**src/rtl/hps_ext_pkg.sv**
```systemverilog
// Shared EXT_BUS definitions: bus bit fields, command codes and the status-word layout.
package hps_ext_pkg;

  localparam int unsigned EXT_W       = 36;
  localparam int unsigned EXT_DOUT_LO = 0;
  localparam int unsigned EXT_DOUT_HI = 15;
  localparam int unsigned EXT_DIN_LO  = 16;
  localparam int unsigned EXT_DIN_HI  = 31;
  localparam int unsigned EXT_DOUT_EN = 32;
  localparam int unsigned EXT_STROBE  = 33;
  localparam int unsigned EXT_ENA_LO  = 34;
  localparam int unsigned EXT_ENA_HI  = 35;

  localparam logic [15:0] EXT_CMD_REPORT = 16'h0070;
  localparam logic [15:0] EXT_CMD_RX     = 16'h0071;

  localparam int unsigned ST_VALID_BIT = 15;
  localparam int unsigned ST_BUSY_BIT  = 14;
  localparam int unsigned ST_DEPTH_W   = 9;

  localparam int unsigned WCNT_W = 10;
  localparam int unsigned LEN_W  = 9;

  typedef enum logic [2:0] {
    RX_IDLE,
    RX_SKIP,
    RX_RECV,
    RX_BUSY,
    RX_FOREIGN
  } rx_state_t;

  // Response word returned on the command strobe.
  function automatic logic [15:0] status_word(input logic busy, input logic [ST_DEPTH_W-1:0] depth);
    logic [15:0] w;
    w                  = '0;
    w[ST_VALID_BIT]    = 1'b1;
    w[ST_BUSY_BIT]     = busy;
    w[ST_DEPTH_W-1:0]  = depth;
    return w;
  endfunction

endpackage

```
**src/rtl/hps_ext_cmd_rx_if.sv**
```systemverilog
// EXT_BUS split into the HPS-driven bits and the core-driven response.
interface hps_ext_cmd_rx_if;
  import hps_ext_pkg::*;

  logic [EXT_W-1:0] ext_in;
  logic [15:0]      io_dout;
  logic             dout_en;

  modport master (output ext_in, input io_dout, input dout_en);
  modport slave  (input ext_in, output io_dout, output dout_en);

endinterface

```
**src/rtl/hps_ext_dpram.sv**
```systemverilog
// Simple dual-port 16-bit RAM: one write port, one registered read port.
module hps_ext_dpram #(
  parameter int unsigned DEPTH = 128,
  parameter int unsigned AW    = 7
) (
  input  logic          i_clk,
  input  logic          i_reset,
  input  logic          i_we,
  input  logic [AW-1:0] i_waddr,
  input  logic [15:0]   i_wdata,
  input  logic [AW-1:0] i_raddr,
  output logic [15:0]   o_rdata
);

  logic [15:0] r_mem [DEPTH];
  logic [15:0] r_rdata;

  always_ff @(posedge i_clk) begin
    if (i_we) r_mem[i_waddr] <= i_wdata;
  end

  always_ff @(posedge i_clk) begin
    if (i_reset) r_rdata <= '0;
    else         r_rdata <= r_mem[i_raddr];
  end

  assign o_rdata = r_rdata;

endmodule

```
**src/rtl/hps_ext_cmd_rx.sv**
```systemverilog
// HPS-to-core command receiver: claims CMD frames on EXT_BUS, buffers the payload
// and presents it as one pending command with a valid/ack handshake.
module hps_ext_cmd_rx
  import hps_ext_pkg::*;
#(
  parameter logic [15:0] CMD   = EXT_CMD_RX,
  parameter int unsigned DEPTH = 128,
  parameter int unsigned AW    = (DEPTH > 1) ? $clog2(DEPTH) : 1
) (
  input  logic                   i_clk_sys,
  input  logic                   i_reset,
  hps_ext_cmd_rx_if.slave        ext,
  output logic                   o_cmd_valid,
  output logic [LEN_W-1:0]       o_cmd_len,
  output logic                   o_cmd_ovf,
  output logic [7:0]             o_cmd_seq,
  input  logic                   i_cmd_ack,
  input  logic [AW-1:0]          i_rd_addr,
  output logic [15:0]            o_rd_data
);

  localparam logic [WCNT_W-1:0] WCNT_MAX  = '1;
  localparam logic [WCNT_W-1:0] DEPTH_CNT = WCNT_W'(DEPTH);

  rx_state_t         r_state, w_state_d;
  logic [WCNT_W-1:0] r_cnt, w_cnt_d;
  logic              r_ovf, w_ovf_d;
  logic [15:0]       r_dout, w_dout_d;
  logic              r_dout_en, w_dout_en_d;
  logic              r_valid, w_valid_d;
  logic [LEN_W-1:0]  r_len, w_len_d;
  logic              r_cmd_ovf, w_cmd_ovf_d;
  logic [7:0]        r_seq, w_seq_d;

  logic              w_en, w_stb, w_we;
  logic [15:0]       w_din;
  logic [AW-1:0]     w_waddr;
  logic [WCNT_W-1:0] w_cnt_inc, w_payload;
  logic              w_unused;

  assign w_en      = |ext.ext_in[EXT_ENA_HI:EXT_ENA_LO];
  assign w_stb     = ext.ext_in[EXT_STROBE];
  assign w_din     = ext.ext_in[EXT_DIN_HI:EXT_DIN_LO];
  assign w_unused  = &{1'b0, ext.ext_in[EXT_DOUT_HI:EXT_DOUT_LO], ext.ext_in[EXT_DOUT_EN]};
  assign w_cnt_inc = (r_cnt == WCNT_MAX) ? r_cnt : r_cnt + WCNT_W'(1);
  assign w_payload = r_cnt - WCNT_W'(1);
  assign w_waddr   = AW'(w_payload);

  // Frame parsing, commit and ack handling.
  always_comb begin
    w_state_d   = r_state;
    w_cnt_d     = r_cnt;
    w_ovf_d     = r_ovf;
    w_dout_d    = r_dout;
    w_dout_en_d = r_dout_en;
    w_valid_d   = r_valid;
    w_len_d     = r_len;
    w_cmd_ovf_d = r_cmd_ovf;
    w_seq_d     = r_seq;
    w_we        = 1'b0;

    if (r_valid && i_cmd_ack) w_valid_d = 1'b0;

    if (!w_en) begin
      w_state_d   = RX_IDLE;
      w_cnt_d     = '0;
      w_ovf_d     = 1'b0;
      w_dout_d    = '0;
      w_dout_en_d = 1'b0;
      if (r_state == RX_RECV && r_cnt >= WCNT_W'(2)) begin
        w_valid_d   = 1'b1;
        w_len_d     = (w_payload > DEPTH_CNT) ? LEN_W'(DEPTH) : LEN_W'(w_payload);
        w_cmd_ovf_d = r_ovf;
        w_seq_d     = r_seq + 8'd1;
      end
    end else if (w_stb) begin
      unique case (r_state)
        RX_IDLE: begin
          w_cnt_d = WCNT_W'(1);
          w_ovf_d = 1'b0;
          if (w_din == CMD) begin
            w_dout_en_d = 1'b1;
            w_dout_d    = status_word(r_valid, ST_DEPTH_W'(DEPTH));
            w_state_d   = r_valid ? RX_BUSY : RX_RECV;
          end else begin
            w_dout_en_d = 1'b0;
            w_dout_d    = '0;
            w_state_d   = RX_FOREIGN;
          end
        end
        RX_RECV: begin
          w_dout_d = '0;
          w_cnt_d  = w_cnt_inc;
          if (r_cnt <= DEPTH_CNT) w_we    = !r_valid;
          else                    w_ovf_d = 1'b1;
        end
        RX_BUSY, RX_FOREIGN: begin
          w_dout_d = '0;
          w_cnt_d  = w_cnt_inc;
        end
        default: ;
      endcase
    end
  end

  // A reset that lands mid-frame parks in RX_SKIP until io_enable drops.
  always_ff @(posedge i_clk_sys) begin
    if (i_reset) begin
      r_state   <= w_en ? RX_SKIP : RX_IDLE;
      r_cnt     <= '0;
      r_ovf     <= 1'b0;
      r_dout    <= '0;
      r_dout_en <= 1'b0;
      r_valid   <= 1'b0;
      r_len     <= '0;
      r_cmd_ovf <= 1'b0;
      r_seq     <= '0;
    end else begin
      r_state   <= w_state_d;
      r_cnt     <= w_cnt_d;
      r_ovf     <= w_ovf_d;
      r_dout    <= w_dout_d;
      r_dout_en <= w_dout_en_d;
      r_valid   <= w_valid_d;
      r_len     <= w_len_d;
      r_cmd_ovf <= w_cmd_ovf_d;
      r_seq     <= w_seq_d;
    end
  end

  hps_ext_dpram #(
    .DEPTH (DEPTH),
    .AW    (AW)
  ) u_buf (
    .i_clk   (i_clk_sys),
    .i_reset (i_reset),
    .i_we    (w_we),
    .i_waddr (w_waddr),
    .i_wdata (w_din),
    .i_raddr (i_rd_addr),
    .o_rdata (o_rd_data)
  );

  assign ext.io_dout  = r_dout;
  assign ext.dout_en  = r_dout_en;
  assign o_cmd_valid  = r_valid;
  assign o_cmd_len    = r_len;
  assign o_cmd_ovf    = r_cmd_ovf;
  assign o_cmd_seq    = r_seq;

endmodule

```
**src/flat_wrapper.sv**
```systemverilog
// flat-port wrapper written by rule: the top's interface ports become plain ports
module hps_ext_cmd_rx_flat import hps_ext_pkg::*;
#(
  parameter logic [15:0] CMD   = EXT_CMD_RX,
  parameter int unsigned DEPTH = 128,
  parameter int unsigned AW    = (DEPTH > 1) ? $clog2(DEPTH) : 1
)
  (i_clk_sys, i_reset, o_cmd_valid, o_cmd_len, o_cmd_ovf, o_cmd_seq, i_cmd_ack, i_rd_addr, o_rd_data, ext_ext_in, ext_io_dout, ext_dout_en);
  hps_ext_cmd_rx_if ext_i ();
  input  logic i_clk_sys;
  input  logic i_reset;
  output logic o_cmd_valid;
  output logic [LEN_W-1:0] o_cmd_len;
  output logic o_cmd_ovf;
  output logic [7:0] o_cmd_seq;
  input  logic i_cmd_ack;
  input  logic [AW-1:0] i_rd_addr;
  output logic [15:0] o_rd_data;
  input wire logic [$bits(ext_i.ext_in)-1:0] ext_ext_in;
  output wire logic [$bits(ext_i.io_dout)-1:0] ext_io_dout;
  output wire logic [$bits(ext_i.dout_en)-1:0] ext_dout_en;
  assign ext_i.ext_in = ext_ext_in;
  assign ext_io_dout = ext_i.io_dout;
  assign ext_dout_en = ext_i.dout_en;
  hps_ext_cmd_rx #(.CMD(CMD), .DEPTH(DEPTH), .AW(AW)) u_core (.i_clk_sys(i_clk_sys), .i_reset(i_reset), .ext(ext_i), .o_cmd_valid(o_cmd_valid), .o_cmd_len(o_cmd_len), .o_cmd_ovf(o_cmd_ovf), .o_cmd_seq(o_cmd_seq), .i_cmd_ack(i_cmd_ack), .i_rd_addr(i_rd_addr), .o_rd_data(o_rd_data));
endmodule
```
**config.mk**
```make
export PLATFORM = sky130hd
export DESIGN_NAME = hps_ext_cmd_rx_flat
export DESIGN_NICKNAME = d
export VERILOG_FILES = /design/src/rtl/hps_ext_pkg.sv /design/src/rtl/hps_ext_cmd_rx_if.sv /design/src/rtl/hps_ext_dpram.sv /design/src/rtl/hps_ext_cmd_rx.sv /design/src/flat_wrapper.sv
export SDC_FILE = /design/constraint.sdc
export NUM_CORES = 2
export LEC_CHECK = 0
export CORE_MARGIN = 2
export CORE_UTILIZATION = 30
export DETAILED_ROUTE_END_ITERATION = 16
export DONT_BUFFER_PORTS = 1
export PLACE_DENSITY = 0.45
export SLEW_MARGIN = 30
export SYNTH_ARGS = -nofsm -noshare
export SYNTH_HDL_FRONTEND = slang
export SYNTH_SLANG_ARGS = --single-unit
```
**constraint.sdc**
```tcl
create_clock -name i_clk_sys -period 7.65 [get_ports i_clk_sys]
set_clock_uncertainty 0.05 [all_clocks]
set_input_delay 0.3825 -clock i_clk_sys [delete_from_list [all_inputs] [get_ports i_clk_sys]]
set_output_delay 0.3825 -clock i_clk_sys [all_outputs]
set_load 0.05 [all_outputs]
```
# == Yosys cells after proc, flatten, opt, wreduce, memory -nomap -nowiden ==
# Memory sizes are Yosys's and may differ from the RTL's. A register that Yosys moved wholly into a read port is not among the register bits.
# Cells that the tools add are included.
# classes
n_eq_ne,9
multipliers,0
magnitude_cmp,3
div_mod_pow,0
addsub,3
reduce_logical,15
muxes,24
n_shift,0
bitwise,1
# ops
cell,n
16-bit one-hot mux with 2 select lines,1
10-bit one-hot mux with 2 select lines,1
16-bit by 7-bit equality test with 1-bit output (second input constant),1
16-bit 2-to-1 mux,1
3-bit 2-to-1 mux,5
1-bit 2-to-1 mux,13
10-bit by 1-bit adder with 10-bit output (second input constant),1
10-bit equality test (second input constant),1
10-bit by 2-bit >= comparator with 1-bit output (second input constant),1
10-bit by 8-bit greater-than comparator with 1-bit output (second input constant),1
10-bit by 8-bit <= comparator with 1-bit output (second input constant),1
10-bit 2-to-1 mux,1
10-bit by 1-bit subtractor with 10-bit output (second input constant),1
9-bit 2-to-1 mux,1
8-bit by 1-bit adder with 8-bit output (second input constant),1
2-bit AND reduction,4
3-bit by 2-bit equality test with 1-bit output (second input constant),2
3-bit inequality test (second input constant),2
3-bit AND reduction,2
2-bit inequality test (second input constant),2
2-bit nonzero test,2
2-bit OR reduction,2
3-bit equality test (second input constant),1
3-bit logical NOT,1
5 further kinds,6
# totals
rom_bits,0
latch_bits,0
ff_bits,50
n_memories,1
elab_cells,65
in_bits,46
out_inout_bits,52
ramBits,2048
# mem_list
name,depth,word_bits,read_ports,rd_ports_with_merged_regs,write_ports,line,rtl
u_core.u_buf.r_mem,128,16,1,1,1,hps_ext_dpram.sv:15,logic [15:0] r_mem [DEPTH];

# == Depth between registers and ports, before layout ==
# depth
ltp_word,7
ltp_mapped,11
depth_no_buf,8

# == Cells and area by module ==
# Synthesis repeated with hierarchy kept, for this count alone.
# unflattened
hier_cells,4089
hier_area_um2,81844.7
# by_module_without_submodules
module,n_inst,area_per_inst_um2,cells_per_inst,seq_area_each_um2
hps_ext_dpram,1,79796.5,3847,61819.3
hps_ext_cmd_rx,1,2048.2,242,750.7

# == Worst setup path before layout ==
# No wires, ideal clock.
# synth_timing
path_kind,register to register
startpoint,register u_core.r_cnt[0]
endpoint,"memory u_core.u_buf.r_mem[32][0], enable pin"
required_time_ns,7.212
setup_ns,0.388
slack_ns,4.206
period_less_slack_ns,3.444
arrival_time_ns,3.005
stages_incl_launch_ff,10
cell_sequence,dfxtp_1 > clkbuf_1 > inv_1 > ha_1 > or3b_2 > nor3_1 > xnor2_1 > nor2b_1 > nand2_1 > nor2_1
# synth_via
elab_chain_len,7
word_cells_on_any_way,8
# synth_rtl
element,line,rtl
from (decl),hps_ext_cmd_rx.sv:26,"logic [WCNT_W-1:0] r_cnt, w_cnt_d;"
from (signal assigned),hps_ext_cmd_rx.sv:120,r_cnt <= w_cnt_d;
10-bit by 8-bit <= comparator with 1-bit output,hps_ext_cmd_rx.sv:94,if (r_cnt <= DEPTH_CNT) w_we = !r_valid;
1-bit 2-to-1 mux,hps_ext_cmd_rx.sv:94,
1-bit 2-to-1 mux,hps_ext_cmd_rx.sv:77,unique case (r_state)
1-bit 2-to-1 mux,hps_ext_cmd_rx.sv:76,end else if (w_stb) begin
1-bit 2-to-1 mux,hps_ext_cmd_rx.sv:64,if (!w_en) begin
1-bit 2-to-1 mux,hps_ext_dpram.sv:19,if (i_we) r_mem[i_waddr] <= i_wdata;
1-bit 2-to-1 mux (not written as such),hps_ext_dpram.sv:19,
to (decl),hps_ext_dpram.sv:15,
# Parallel ways exist; a longest one is shown, timed or not.

# == Final worst setup path ==
# layout_timing
startpoint,register u_core.r_cnt[0]
endpoint,"memory u_core.u_buf.r_mem[17][9], enable pin"
# Same word-level chain as after synthesis.

==> summary.md <==
| Metric | Value |
|---|---|
| Outcome | `finished, final reports clean` |
| Post-synth top area share | `76.60%` |
| Reg-to-Reg Start | `u_core.r_cnt[0]` |
| Synth Area per Inst | `20.33 µm²` |
| CP startpoint kind | `register` |
| Die Span Y | `approximately 520 µm` |
| Non-Filler Cell Area, Final | `93,200 µm²` |
| CTS tree | `done` |
| Post-place instance area | `between 80,000 and 90,000 µm²` |
| Total grt overflow | `0` |
| Cells after Synth | `3,954` |
| Setup slack, reg-to-reg | `3.03 ns` |
| CTS Buffer Depth | `3` |
| Setup ws final | `3.034 ns` |
| Synth cell types | `59` |
| Routability congestion estimate from global placement | `0.7604` |
| Post-DRT Antenna Nets | `0` |
| Critical Path End Type | `register` |
| CP Class | `reg2reg` |
| Met3 usage | `around 2.8%` |
| Hold Path Depth | `4` |
| Die Span X | `521.7 µm` |
| Post-synthesis sequential area ratio | `a little under 80%` |
| Initial core utilization | `30.09%` |
| Vias in the first global route | `39,210` |
| Full die area | `272,200 µm²` |
| Relative slew slack | `24.85%` |
| Reg2Reg Depth | `8` |
| Worst EP arrival | `5.11 ns` |
| Post-DP HPWL | `122.4 mm` |
| CTS sink count | `2,100` |
| # rows | `190` |
| Hold Path Class | `in2reg` |
| Number of max-cap violations | `0` |
| Residual DRC count | `0` |
| GR Layer Usage met2 | `26.76%` |
| RSZ-0062 raised after global routing | `false` |
| Initial DRC Count | `3,807` |
| Met1 Use GR | `22.47%` |
| Place WS | `2.924 ns` |
| Final setup vio count | `0` |
| DR WL/cell | `28.58 µm` |
| Synth top cells by count | `2,051 x edfxtp_1, 372 x mux2i_1, 320 x mux4_2, 304 x a22oi_1, 196 x nor2_1` |
| Post-synth top area cell | `edfxtp_1` |
| VDD IR max | `approximately 0.18 mV` |
| Total Neg Setup Slack | `0 ns` |
| Max Slew Vio Count | `0` |
| Leakage | `about 29 nW` |
| Reg clk slew, reported paths | `0.06 ns` |
| IO Port Bufs | `0` |
| H-Tree Depth | `4` |
| Core area | `267,200 µm²` |
| Synthesized cell area | `80,400 µm²` |
| Non-filler cells, final | `7,854` |
| Final Routed Wirelength | `between 200 and 250 mm` |
| EDFF count, synth | `2,051` |
| Largest net degree at the start of global routing | `329` |
| Fin crit share | `between 60% and 70%` |
| Yosys warns | `0` |
| Fmax | `216.7 MHz` |
| Latest clock arrival within the worst-skew pair | `0.87 ns` |
| Dominant synthesized flop cell | `edfxtp_1` |
| FF-to-FF End | `u_core.u_buf.r_mem[17][9]` |
| Layout area overhead | `15.93%` |
| Filler cells | `roughly 25,000` |
| Initial antenna violation count | `6` |
| Crit Path Max Fanout | `12` |
| Critical Path RT | `around 8 ns` |
| First-pass GRT wire length | `around 310 mm` |
| Dpl cells | `7,397` |
| Vias per cell | `4.929` |
| Hold Vio Cnt, Final | `0` |
| Nets | `between 4,000 and 5,000` |
| Hold path startpoint | `i_rd_addr[1]` |
| Final Critical Period | `4.616 ns` |
| Multi-input gate area in the final layout | `around 17,000 µm²` |
| Flops & latches, synth | `around 2,100` |
| Pwr per Cell Area | `257.8 nW/µm²` |
| Count leader, synth | `edfxtp_1` |
| Total number of vias | `38,720` |
| WHS | `0.1009 ns` |
| CTS Buf Count | `between 200 and 250` |
| Share of post-route cells with drive strength above 1 | `19.64%` |
| Ys async rst share | `0%` |
| Post-CTS Setup Bufs | `0` |
| Total power | `24.03 mW` |
| Hold path endpoint | `u_core.u_buf.o_rdata[14]` |
| GRT Total Usage | `~16%` |
| Root Buffer | `clkbuf_16` |
| Tightest Pin Transition | `1.127 ns` |
| Register Area | `approximately 63,000 µm²` |
| Ranking of synthesized cells by area | `edfxtp_1 77%, mux4_2 9.0%, mux2i_1 4.6%` |
| First-pass iteration count of the detailed router | `5` |
| GRT busiest layer | `met2` |
| Final Util | `34.88%` |
| IO Count | `98` |
## final cells by class
| class | count | area share (%) |
|---|---|---|
| repair buffers | 158 | 1.965 |
| diodes | 5 | 0.01342 |
| inverters | 8 | 0.03222 |
| multi-input cells | 1630 | 18.72 |
| flip-flops and latches | 2100 | 67.13 |
| clock inverters | 100 | 0.9061 |
| well taps | 3552 | 4.768 |
| clock buffers | 301 | 6.466 |
## worst max-delay path, cell delays in order, from the launching register on
cell,delay [ns]
dfxtp_1,0.47
inv_1,0.22
ha_1,0.30
nor3b_1,0.44
xnor2_1,0.34
nor2b_1,0.60
nand2_1,0.65
nor2_1,0.85
buf_4,0.34
## worst max-delay path by stage
| stage | startpoint | to | slack [ns] | cells past startpoint |
|---|---|---|---|---|
| after floorplan | u_core.r_cnt[0] | u_core.u_buf.r_mem[32][0] | 4.21 | 9 |
| after global routing | u_core.r_cnt[0] | u_core.u_buf.r_mem[17][14] | 2.90 | 8 |
| final | u_core.r_cnt[0] | u_core.u_buf.r_mem[17][9] | 3.03 | 8 |
| after detailed placement | u_core.r_cnt[0] | u_core.u_buf.r_mem[110][6] | 2.92 | 7 |
| after CTS | u_core.r_cnt[0] | u_core.u_buf.r_mem[88][12] | 2.89 | 6 |
| after global placement | u_core.r_cnt[0] | u_core.u_buf.r_mem[44][6] | 2.72 | 8 |
## flip-flops by register name, indices dropped and copies added, names as in the netlist
signal and cells:
u_core.u_buf.r_mem 2048, u_core.ext.io_dout 2, u_core.r_cnt 10, u_core.o_cmd_len 9, u_core.r_ovf 1, u_core.ext.dout_en 1, u_core.o_cmd_valid 1, u_core.o_cmd_seq 8
u_core.u_buf.o_rdata 16, u_core.r_state 3, u_core.o_cmd_ovf 1
## per-layer routing
metal	vias up	share of wire, %
met1	20720	44
met2	925	49
li1	16850	-
met5	-	0.012
met4	4	1.4
met3	221	5.1
## power by group
part	switching [mW]	internal (mW)
Sequential	0.0524	12.6
Combinational	0.745	0.331
Clock	4.47	5.80
Total	5.27	18.8
## cell usage in the layout (no fill, tap or decap), drive strengths merged, types with 3 or more instances in the layout
master / instances
nand2b: 4
nor3b: 3
nor3: 15
a22oi: 304
a22o: 14
o21ai: 9
conb: 13
a32oi: 6
nand2: 66
or3b: 3
and2: 6
xnor2: 9
dlygate4sd3: 29
a221oi: 14
a2111oi: 14
clkbuf: 301
or3: 7
diode: 5
nand4: 56
nor2: 199
ha: 5
bufinv: 9
dfxtp: 49
nand3: 44
mux4: 320
inv: 13
mux2i: 372
a31oi: 35
edfxtp: 2051
clkinv: 85
a21oi: 14
nor2b: 24
buf: 129
a211oi: 16
o31ai: 7
or2: 3
nor4: 10
a311oi: 14
xor2: 8
## cells by family (layout without fill, tap and decap cells)
family	Yosys count	count (layout)	share of synthesized area, %
buffers and inverters	236	567	1.348
other	1	18	0.004664
AOI/OAI and AO/OA	453	453	4.258
xor gates and xnor gates	17	17	0.1852
and+or+nand+nor	449	449	2.692
DFF	2100	2100	77.82
muxes	693	693	13.61
adders and majority gates	5	5	0.07781
## what timing repair did
item                      in CTS  in global routing
hold endpoints to repair    2100                 39
resized for setup              0                  0
hold buffers                  41                  5
(Power assumes the default switching activity.)
